## src/rtl/cpu_pkg.sv

```systemverilog
// rtl/cpu_pkg.sv - shared opcode/phase types for the 8-bit accumulator CPU
package cpu_pkg;

   typedef enum logic [2:0] {
      OP_HLT = 3'd0,
      OP_SKZ = 3'd1,
      OP_ADD = 3'd2,
      OP_AND = 3'd3,
      OP_XOR = 3'd4,
      OP_LDA = 3'd5,
      OP_STO = 3'd6,
      OP_JMP = 3'd7
   } opcode_t;

   typedef enum logic [2:0] {
      PH_INST_ADDR  = 3'd0,
      PH_INST_FETCH = 3'd1,
      PH_INST_LOAD  = 3'd2,
      PH_IDLE       = 3'd3,
      PH_OP_ADDR    = 3'd4,
      PH_OP_FETCH   = 3'd5,
      PH_ALU_OP     = 3'd6,
      PH_STORE      = 3'd7
   } phase_t;

   // An unknown opcode falls through to default, so X never produces a strobe.
   function automatic logic is_aluop(input opcode_t op);
      case (op)
         OP_ADD, OP_AND, OP_XOR, OP_LDA: return 1'b1;
         default:                        return 1'b0;
      endcase
   endfunction

endpackage

```

## src/rtl/cpu_controller.sv

```systemverilog
// rtl/cpu_controller.sv - 8-phase sequencer driving the accumulator CPU datapath
module cpu_controller
   import cpu_pkg::*;
#(
   parameter bit HALT_STICKY = 1'b1
) (
   input  logic       clk,
   input  logic       rst,
   input  logic [2:0] opcode,
   input  logic       zero,
   output logic       sel,
   output logic       rd,
   output logic       ld_ir,
   output logic       inc_pc,
   output logic       ld_pc,
   output logic       ld_ac,
   output logic       wr,
   output logic       data_e,
   output logic       halt,
   output logic [2:0] phase
);

   phase_t  phase_q, phase_d;
   logic    halted_q, halted_d;
   opcode_t op;
   logic    alu;

   assign op    = opcode_t'(opcode);
   assign phase = phase_q;

   always_ff @(posedge clk or posedge rst) begin
      if (rst) begin
         phase_q  <= PH_INST_ADDR;
         halted_q <= 1'b0;
      end else begin
         phase_q  <= phase_d;
         halted_q <= halted_d;
      end
   end

   // Decode uses if-tests on equality so an X opcode or zero reads as false.
   always_comb begin
      phase_d  = phase_q;
      halted_d = halted_q;
      sel      = 1'b0;
      rd       = 1'b0;
      ld_ir    = 1'b0;
      inc_pc   = 1'b0;
      ld_pc    = 1'b0;
      ld_ac    = 1'b0;
      wr       = 1'b0;
      data_e   = 1'b0;
      halt     = 1'b0;
      alu      = is_aluop(op);
      if (halted_q) begin
         halt = 1'b1;
      end else begin
         phase_d = phase_t'(phase_q + 3'd1);
         case (phase_q)
            PH_INST_ADDR: sel = 1'b1;
            PH_INST_FETCH: begin
               sel = 1'b1;
               rd  = 1'b1;
            end
            PH_INST_LOAD, PH_IDLE: begin
               sel   = 1'b1;
               rd    = 1'b1;
               ld_ir = 1'b1;
            end
            PH_OP_ADDR: begin
               inc_pc = 1'b1;
               if (op == OP_HLT) begin
                  halt = 1'b1;
                  if (HALT_STICKY) begin
                     halted_d = 1'b1;
                     phase_d  = PH_OP_ADDR;
                  end
               end
            end
            PH_OP_FETCH: rd = alu;
            PH_ALU_OP: begin
               rd = alu;
               if (op == OP_SKZ && zero == 1'b1) inc_pc = 1'b1;
               if (op == OP_JMP) ld_pc = 1'b1;
               if (op == OP_STO) data_e = 1'b1;
            end
            PH_STORE: begin
               rd    = alu;
               ld_ac = alu;
               if (op == OP_JMP) ld_pc = 1'b1;
               if (op == OP_STO) begin
                  wr     = 1'b1;
                  data_e = 1'b1;
               end
            end
            default: ;
         endcase
      end
   end

endmodule

```

## config.mk

```make
export PLATFORM = sky130hd
export DESIGN_NAME = cpu_controller
export DESIGN_NICKNAME = d
export VERILOG_FILES = /design/src/rtl/cpu_pkg.sv /design/src/rtl/cpu_controller.sv
export SDC_FILE = /design/constraint.sdc
export NUM_CORES = 1
export LEC_CHECK = 0
export ABC_CLOCK_PERIOD_IN_PS = 3200
export CORE_AREA = 2 2 39 41
export DETAILED_ROUTE_END_ITERATION = 6
export DIE_AREA = 0 0 41 43
export GPL_ROUTABILITY_DRIVEN = 0
export GPL_TIMING_DRIVEN = 0
export MAX_ROUTING_LAYER = met4
export SLEW_MARGIN = 20
export SYNTH_ARGS = -nofsm -noshare
export SYNTH_HDL_FRONTEND = slang
export SYNTH_SLANG_ARGS = --single-unit
```

## constraint.sdc

```tcl
create_clock -name clk -period 3.2 [get_ports clk]
set_clock_uncertainty 0.05 [all_clocks]
set_input_delay 0.96 -clock clk [delete_from_list [all_inputs] [get_ports clk]]
set_output_delay 0.96 -clock clk [all_outputs]
set_load 0.03 [all_outputs]
```

======== Yosys cells after proc, flatten, opt, wreduce, memory -nomap -nowiden ========
Cells that the tools add are included.
storage, ports and cells
  flip-flop bits (word level) ............. 4
  input port bits ......................... 6
  logic and storage cells ................. 51
cells by class
  $add $sub $neg .......................... 1
  eq/ne operators ......................... 14
  muxes and demuxes ....................... 25
  reductions and logical operators ........ 9
operators with widths
  kind                                                              number
  3-bit == test (second input constant)                             8
  1-bit two-way mux                                                 21
  3-bit by 2-bit == test with 1-bit output (second input constant)  4
  4-bit OR reduction                                                2
  3-bit by 1-bit == test with 1-bit output (second input constant)  2
  3-bit zero test                                                   2
  3-bit two-way mux                                                 2
  3-bit OR reduction                                                2
  1-bit one-hot mux with 2 select lines                             2
  2-bit OR reduction                                                2
  3-bit by 1-bit adder with 3-bit output (second input constant)    1
  1-bit logical AND                                                 1

======== Depth between registers and ports, before layout ========
  depth after elaboration ................. 5
  depth in mapped cells ................... 5
  mapped depth without buffers ............ 5

======== Worst setup path before layout ========
No wires, ideal clock.
  path kind ............................... reg-to-output
  from .................................... reg phase_q[0] (netlist: phase[0])
  to ...................................... out data_e
  arrival ................................. 1.993 ns
  data required time ...................... 2.190 ns
  setup slack ............................. 0.197 ns
  stages on the path, launching flop included .. 5
  path buffers ............................ 0
  path through ............................ dfrtp_1 -> ha_1 -> ha_1 -> a21oi_1 -> nor4_1
between the ends
  longest elaborated chain between the ends .. 4
  elaborated cells between the ends (all ways) .. 5
ends and longest elaborated chain
  what                              line                  RTL
  start, declared                   cpu_controller.sv:23  phase_t phase_q, phase_d;
  start signal, assigned            cpu_controller.sv:36  phase_q <= phase_d;
  3-bit == test                     cpu_controller.sv:59  case (phase_q)
  2-bit OR reduction (no line) (*)  --
  1-bit two-way mux (*)             --
  1-bit two-way mux (*)             cpu_controller.sv:55  if (halted_q) begin
  end, declared                     cpu_controller.sv:18  output logic data_e,
Mark *: on every way between the ends. The rest lies on a longest branch, timed or not.

======== Final worst setup path ========
  from .................................... in opcode[0]
  to ...................................... out halt
between the ends
  longest elaborated chain between the ends .. 4
ends and longest elaborated chain
  what               line                  RTL
  start, declared    cpu_controller.sv:9   input logic [2:0] opcode,
  3-bit zero test    cpu_controller.sv:72  if (op == OP_HLT) begin
  1-bit two-way mux  cpu_controller.sv:72
  1-bit two-way mux  cpu_controller.sv:59
  1-bit two-way mux  cpu_controller.sv:55
  end, declared      cpu_controller.sv:19  output logic halt,
Every way passes these cells.

==> impl_metrics.json <==
{
  "outcome": "finished clean",
  "synth_area_um2": 365,
  "synth_area_per_cell_um2": 8.50,
  "track_usage_pct": 12.3,
  "clk_latency_ps": 230,
  "p_leak_nw": 0.307,
  "synth-edff-count": 0,
  "crit_type": "in -> out",
  "whs_ps": 515,
  "p_total_w": 0.000569,
  "final_layout_size_suffix_gt1_share_pct": 20.6,
  "cts_buffers": 3,
  "synthDistinctLibCells": 19,
  "viasPerCell": 4.63,
  "critPathLaunchType": "input port",
  "grt_start_max_net_pins": 11,
  "critPathRequiredTime_ps": 2190,
  "power.density_nw_per_um2": 998,
  "setup_tns_ps": 0,
  "antenna_found_initial": 0,
  "cts_tree": "yes",
  "drt-initial-drc-count": 1,
  "ir_worst_vdd_uv": 474,
  "dpl_cell_area_um2": 556,
  "synth_seq_cells": 4,
  "crit_slowest_cell": "clkdlybuf4s50_1",
  "min_period_over_period_pct": 98.4,
  "fin_area_um2": 571,
  "instances_no_fill": 79,
  "path_clk_slew_ps": 30,
  "post_cts_buffers": 0,
  "core_area_um2": 1380,
  "timing.max_cap.violations": 0,
  "async_flop_share_pct": 100,
  "antennaDiodeCount": 0,
  "endpoint_kind": "output port",
  "slew_headroom_pct": 79.1,
  "slew_violations": 0,
  "crit_family": "buffers and inverters",
  "grt_overflow": 0,
  "path_cells": "clkdlybuf4s50_1, inv_1, a41o_1, clkdlybuf4s15_2",
  "cp_max_fo": 4,
  "die_width_um": 41,
  "grt_pass1_wl_mm": 1.41,
  "port_buffers": 17,
  "critPathMaxStageDelay_ps": 540,
  "synthTopCellsByCount": "ha_1, inv_1, a21oi_1",
  "cts_hold_buf": 0,
  "routed_wl_um": 802,
  "timing.final.crit_period_ps": 3150,
  "yosysTopAreaCellShare_pct": 27.4,
  "post-route-drc-count": 0,
  "cts_sinks": 4,
  "grt_pass1_vias": 347,
  "synth_flop_cell": "dfrtp_1",
  "ant_nets": 0,
  "synth_most_common_cell": "ha_1",
  "worst_slew_pin_slew_ps": 313,
  "initial_core_util_pct": 26.4,
  "yosys_warnings": 0,
  "synth_top_cell_by_area": "dfrtp_1",
  "hold_viol": 0,
  "setup-violations-final": 0,
  "synthCells": 43,
  "drtPass1Iterations": 2,
  "cts.path.max_buffers": 2,
  "cts-root-buf": "clkbuf_4",
  "die_h_um": 43,
  "h-tree-depth": 1,
  "max_freq_mhz": 318,
  "rsz0062_at_grt": "false",
  "synth.area.top_cells": "dfrtp_1, ha_1, a21oi_1",
  "critPathArrivalTime_ps": 2140,
  "synth_fp_nets": 56,
  "cts_resized": 18,
  "fp.dieArea_um2": 1760,
  "area_growth_pct": 56.2,
  "dp_hpwl_um": 646,
  "worstHoldPathType": "reg -> reg",
  "ios": 18,
  "synth_seq_area_share_pct": 27.4,
  "numPlacedInstances": 76,
  "wl_per_cell_um": 10.2,
  "vias": 366,
  "crit_buf_inv": 3,
  "rows": 14,
  "nets": 78
}
[routing by layer]
metal,GRT usage [%],vias to the layer above,share of wire (%)
li1,-,191,-
met5,-,-,0
met1,15.9,167,51
met2,15.3,8,44
met3,3.14,0,4.0
met4,10.0,0,0
[cell type report]
type                       count  area [um2]
buffer                         1        5.00
clock buffer                   3        22.5
fill                         156         813
inverter                       6        22.5
multi-input combinational     32         245
sequential                     4         100
tap                           16        20.0
timing repair buffer          17         155
[worst paths after layout]
check                      cells after the start      start        to  slack, ps
max                                            4  opcode[0]      halt         50
min                                            1   halted_q  halted_q        520
max reg2reg                                    4   phase[0]  phase[2]       1850
min reg2reg                                    1   halted_q  halted_q        520
max in group asynchronous                      2        rst  phase[2]       2100
min in group asynchronous                      2        rst  phase[0]        850
[state kept, by name (all words and copies together), names as in the netlist]
name	flops
phase	3
halted_q	1
[through the flow]
stage / setup WS (ps) / util (%)
after floorplan: 197 / -
after global placement: -524 / 40.1
after detailed placement: -547 / 40.1
after CTS: -166 / 41.9
after global routing: 10.6 / 41.2
final: 52.3 / 41.2
[power breakdown]
group	total [W]	switching, W	internal, W
sequential	0.000107	0.0000303	0.0000770
combinational	0.000403	0.000234	0.000169
clock	0.0000595	0.0000178	0.0000417
[cell usage in the layout (no fill, tap or decap), drive strengths merged]
cell type,netlist,routed
ha,7,7
clkdlybuf4s50,0,7
inv,6,6
a21oi,5,5
clkbuf,0,5
dfrtp,4,4
buf,1,4
nor2,3,3
nand2,3,3
dlymetal6s2s,0,3
nor4,2,2
nor3,2,2
a41o,1,1
o21ai,1,1
a2bb2oi,1,1
nand2b,1,1
xnor2,1,1
a41oi,1,1
or2,1,1
or3,1,1
o32ai,1,1
mux2,1,1
clkdlybuf4s15,0,1
dlygate4sd2,0,1
[kinds of logic (layout without fill, tap and decap cells)]
logic type               after synthesis  after routing  share of synthesized area (%)
buffers and inverters                  7             27                           7.53
XOR/XNOR                               1              1                           2.40
adder cells (fa/ha/maj)                7              7                           24.0
AO/OA/AOI/OAI                         10             10                           18.1
flip-flops                             4              4                           27.4
AND/OR/NAND/NOR                       13             13                           17.5
multiplexers                           1              1                           3.08
Note: power is estimated with default switching activity, not from simulation.
==> edit: new RTL, same settings <==
Change the parameter `HALT_STICKY` from 1'b1 to 1'b0.
--- a/src/rtl/cpu_controller.sv
+++ b/src/rtl/cpu_controller.sv
@@ -3,5 +3,5 @@
    import cpu_pkg::*;
 #(
-   parameter bit HALT_STICKY = 1'b1
+   parameter bit HALT_STICKY = 1'b0
 ) (
    input  logic       clk,
Check against the original RTL: not equivalent (a bounded check fails within 10 cycles, from zero or initial values and one cycle with rst high).
==> edit against the original RTL <==
Setup slack improved by 0.026 ns; sequential cell count shrank 1; critical path depth unchanged; synthesized area fell by 22%; die area is the same; routed wire length shrank 19%; cell area shrank 16%.
Power is left out: it rests on default switching activity, and per cell area and clock period it moved more than threefold.
==> edit: results (changes against the original RTL) <==
Status
  – Status: complete, no violations

CTS
  – Clk buf depth: 2 (unchanged)
  – Setup bufs post-CTS: 0 (unchanged)
  – Htree depth: 1 (unchanged)
  – Clock Latency Late Sink: 0.23 ns (about the same)
  – Root Driver: clkbuf_4
  – Num CTS Buffers: 3 (unchanged)
  – Clk slew on worst S/H paths: 0.03 ns (about the same)

Worst hold path
  – Worst Hold Class: flop to flop
  – Hold Path Origin: phase[0]$_DFF_PP0_
  – Worst hold path depth: 1 (unchanged)

Drt
  – Vias per cell: 4.17 (-9.9%)
  – Drt first pass iters: 2 (unchanged)
  – WL per Instance: 9.38 um (-7.6%)
  – 1st-iter DRT viols: 2 (+1)

Yosys
  – Post-synthesis sequential area ratio: 0.262 (-0.0120)
  – Main flop type after synthesis: dfrtp_1
  – Most frequent cell after synthesis: ha_1
  – Post-synth cell types: 17 (-2)
  – Synth area leaders: dfrtp_1 (26%), ha_1 (26%), inv_1 (6.6%), a21oi_2 (6.1%), nor3b_1 (5.2%)
  – Synth top cells by count: ha_1 (6), inv_1 (5), dfrtp_1 (3)
  – Syn_nets: 44 (-21%)
  – Post-synthesis async set-or-reset flop share: 1.00 (unchanged)
  – Synth warn: 0 (unchanged)

Worst setup path
  – Arr. time, crit path: 2.11 ns (-0.03 ns)
  – Largest delay share family, worst path: buffers and inverters
  – Slowest cell on crit path: clkdlybuf4s50_1
  – Crit-path max cell delay: 0.45 ns (-0.09 ns)
  – Setup crit start: opcode[1]
  – R2R cell count: 3 (-1)
  – Crit path max fanout: 3 (-1)
  – Crit Reg-Reg Startpoint: phase[0]$_DFF_PP0_

Global route
  – Global routing usage on met3: 0.0314 (unchanged)
  – Largest net degree at the start of global routing: 7 (-4)
  – Met2 Use GR: 0.134 (-0.0188)
  – Met1 usage: 0.117 (-0.0422)
  – Overall Global Routing Usage: 0.103 (-0.0196)
  – Global-route wire length before repair: 1130 um (-20%)
  – Number of global-route vias before repair: 284 (-18%)
  – Antenna violations before repair: 0 (unchanged)

Final layout
  – Antenna diodes: 0 (unchanged)
  – Max reg flops: 3 (unchanged)
  – # nets final: 66 (-15%)
  – Share of layout cells above drive strength 1: 0.245 (+0.0389)

Placed design
  – Port Buffers: 17 (unchanged)

STA
  – Worst slew pin tran: 0.306 ns (-0.00687 ns)
-- edit: changes by cell type in the layout (fill, tap and decap cells not counted), sizes merged, moves of 2 or more --
cell / before / now
nor3b: 0 / 2
nor4: 2 / 0
nand2: 3 / 1
a21oi: 5 / 3
clkdlybuf4s50: 7 / 10
dlymetal6s2s: 3 / 0
-- edit: cell families after synthesis --
family | synth area share
xor+xnor | 0.0306
simple gates | 0.210
buf+inv | 0.0786
flops | 0.262
compound gates | 0.157
fa+ha+maj | 0.262
-- edit: final timing paths --
check	endpoint	slack (ns)
max in group asynchronous	phase[0]$_DFF_PP0_	2.14
setup / recovery	halt	0.08
hold reg to reg	phase[0]$_DFF_PP0_	0.52
min in group asynchronous	phase[2]$_DFF_PP0_	0.84
hold / removal	phase[0]$_DFF_PP0_	0.52
setup reg to reg	phase[2]$_DFF_PP0_	2.08
-- edit: per-stage QoR --
step	worst slack [ns]	instance area (sq um)	TNS, ns	std cells
6_report	0.0786	478	0	69
5_1_grt	0.00193	478	0	69
4_1_cts	0.00543	503	0	69
3_5_place_dp	-0.354	477	-2.08	65
3_3_place_gp	-0.365	477	-2.00	65
2_1_floorplan	0.342	287	0	32
-- edit: worst register-to-register path, cell delays in order (launching register included) --
cell	delay (ns)
dfrtp_1	0.42
ha_1	0.24
ha_1	0.27
inv_1	0.03
-- edit: layout make-up --
type	count	area, sq um
well taps	16	20.0
inverters	6	22.5
repair buffers	17	145
flip-flops and latches	3	75.1
fillers	157	906
clock buffers	4	26.3
multi-input cells	23	189
-- edit: layer usage --
metal | part of all wire | vias up | wire, um
li1 | - | 147 | -
met1 | 0.42 | 128 | 272
met2 | 0.47 | 11 | 301
met3 | 0.074 | 2 | 48
met4 | 0.037 | 0 | 24
met5 | 0 | - | 0
-- edit: what timing repair did --
action | 4_1_cts | 5_1_grt
resized for setup | 16 | 12
endpoints found under the hold margin | 0 | 0
endpoints found under the setup margin | 7 | 7
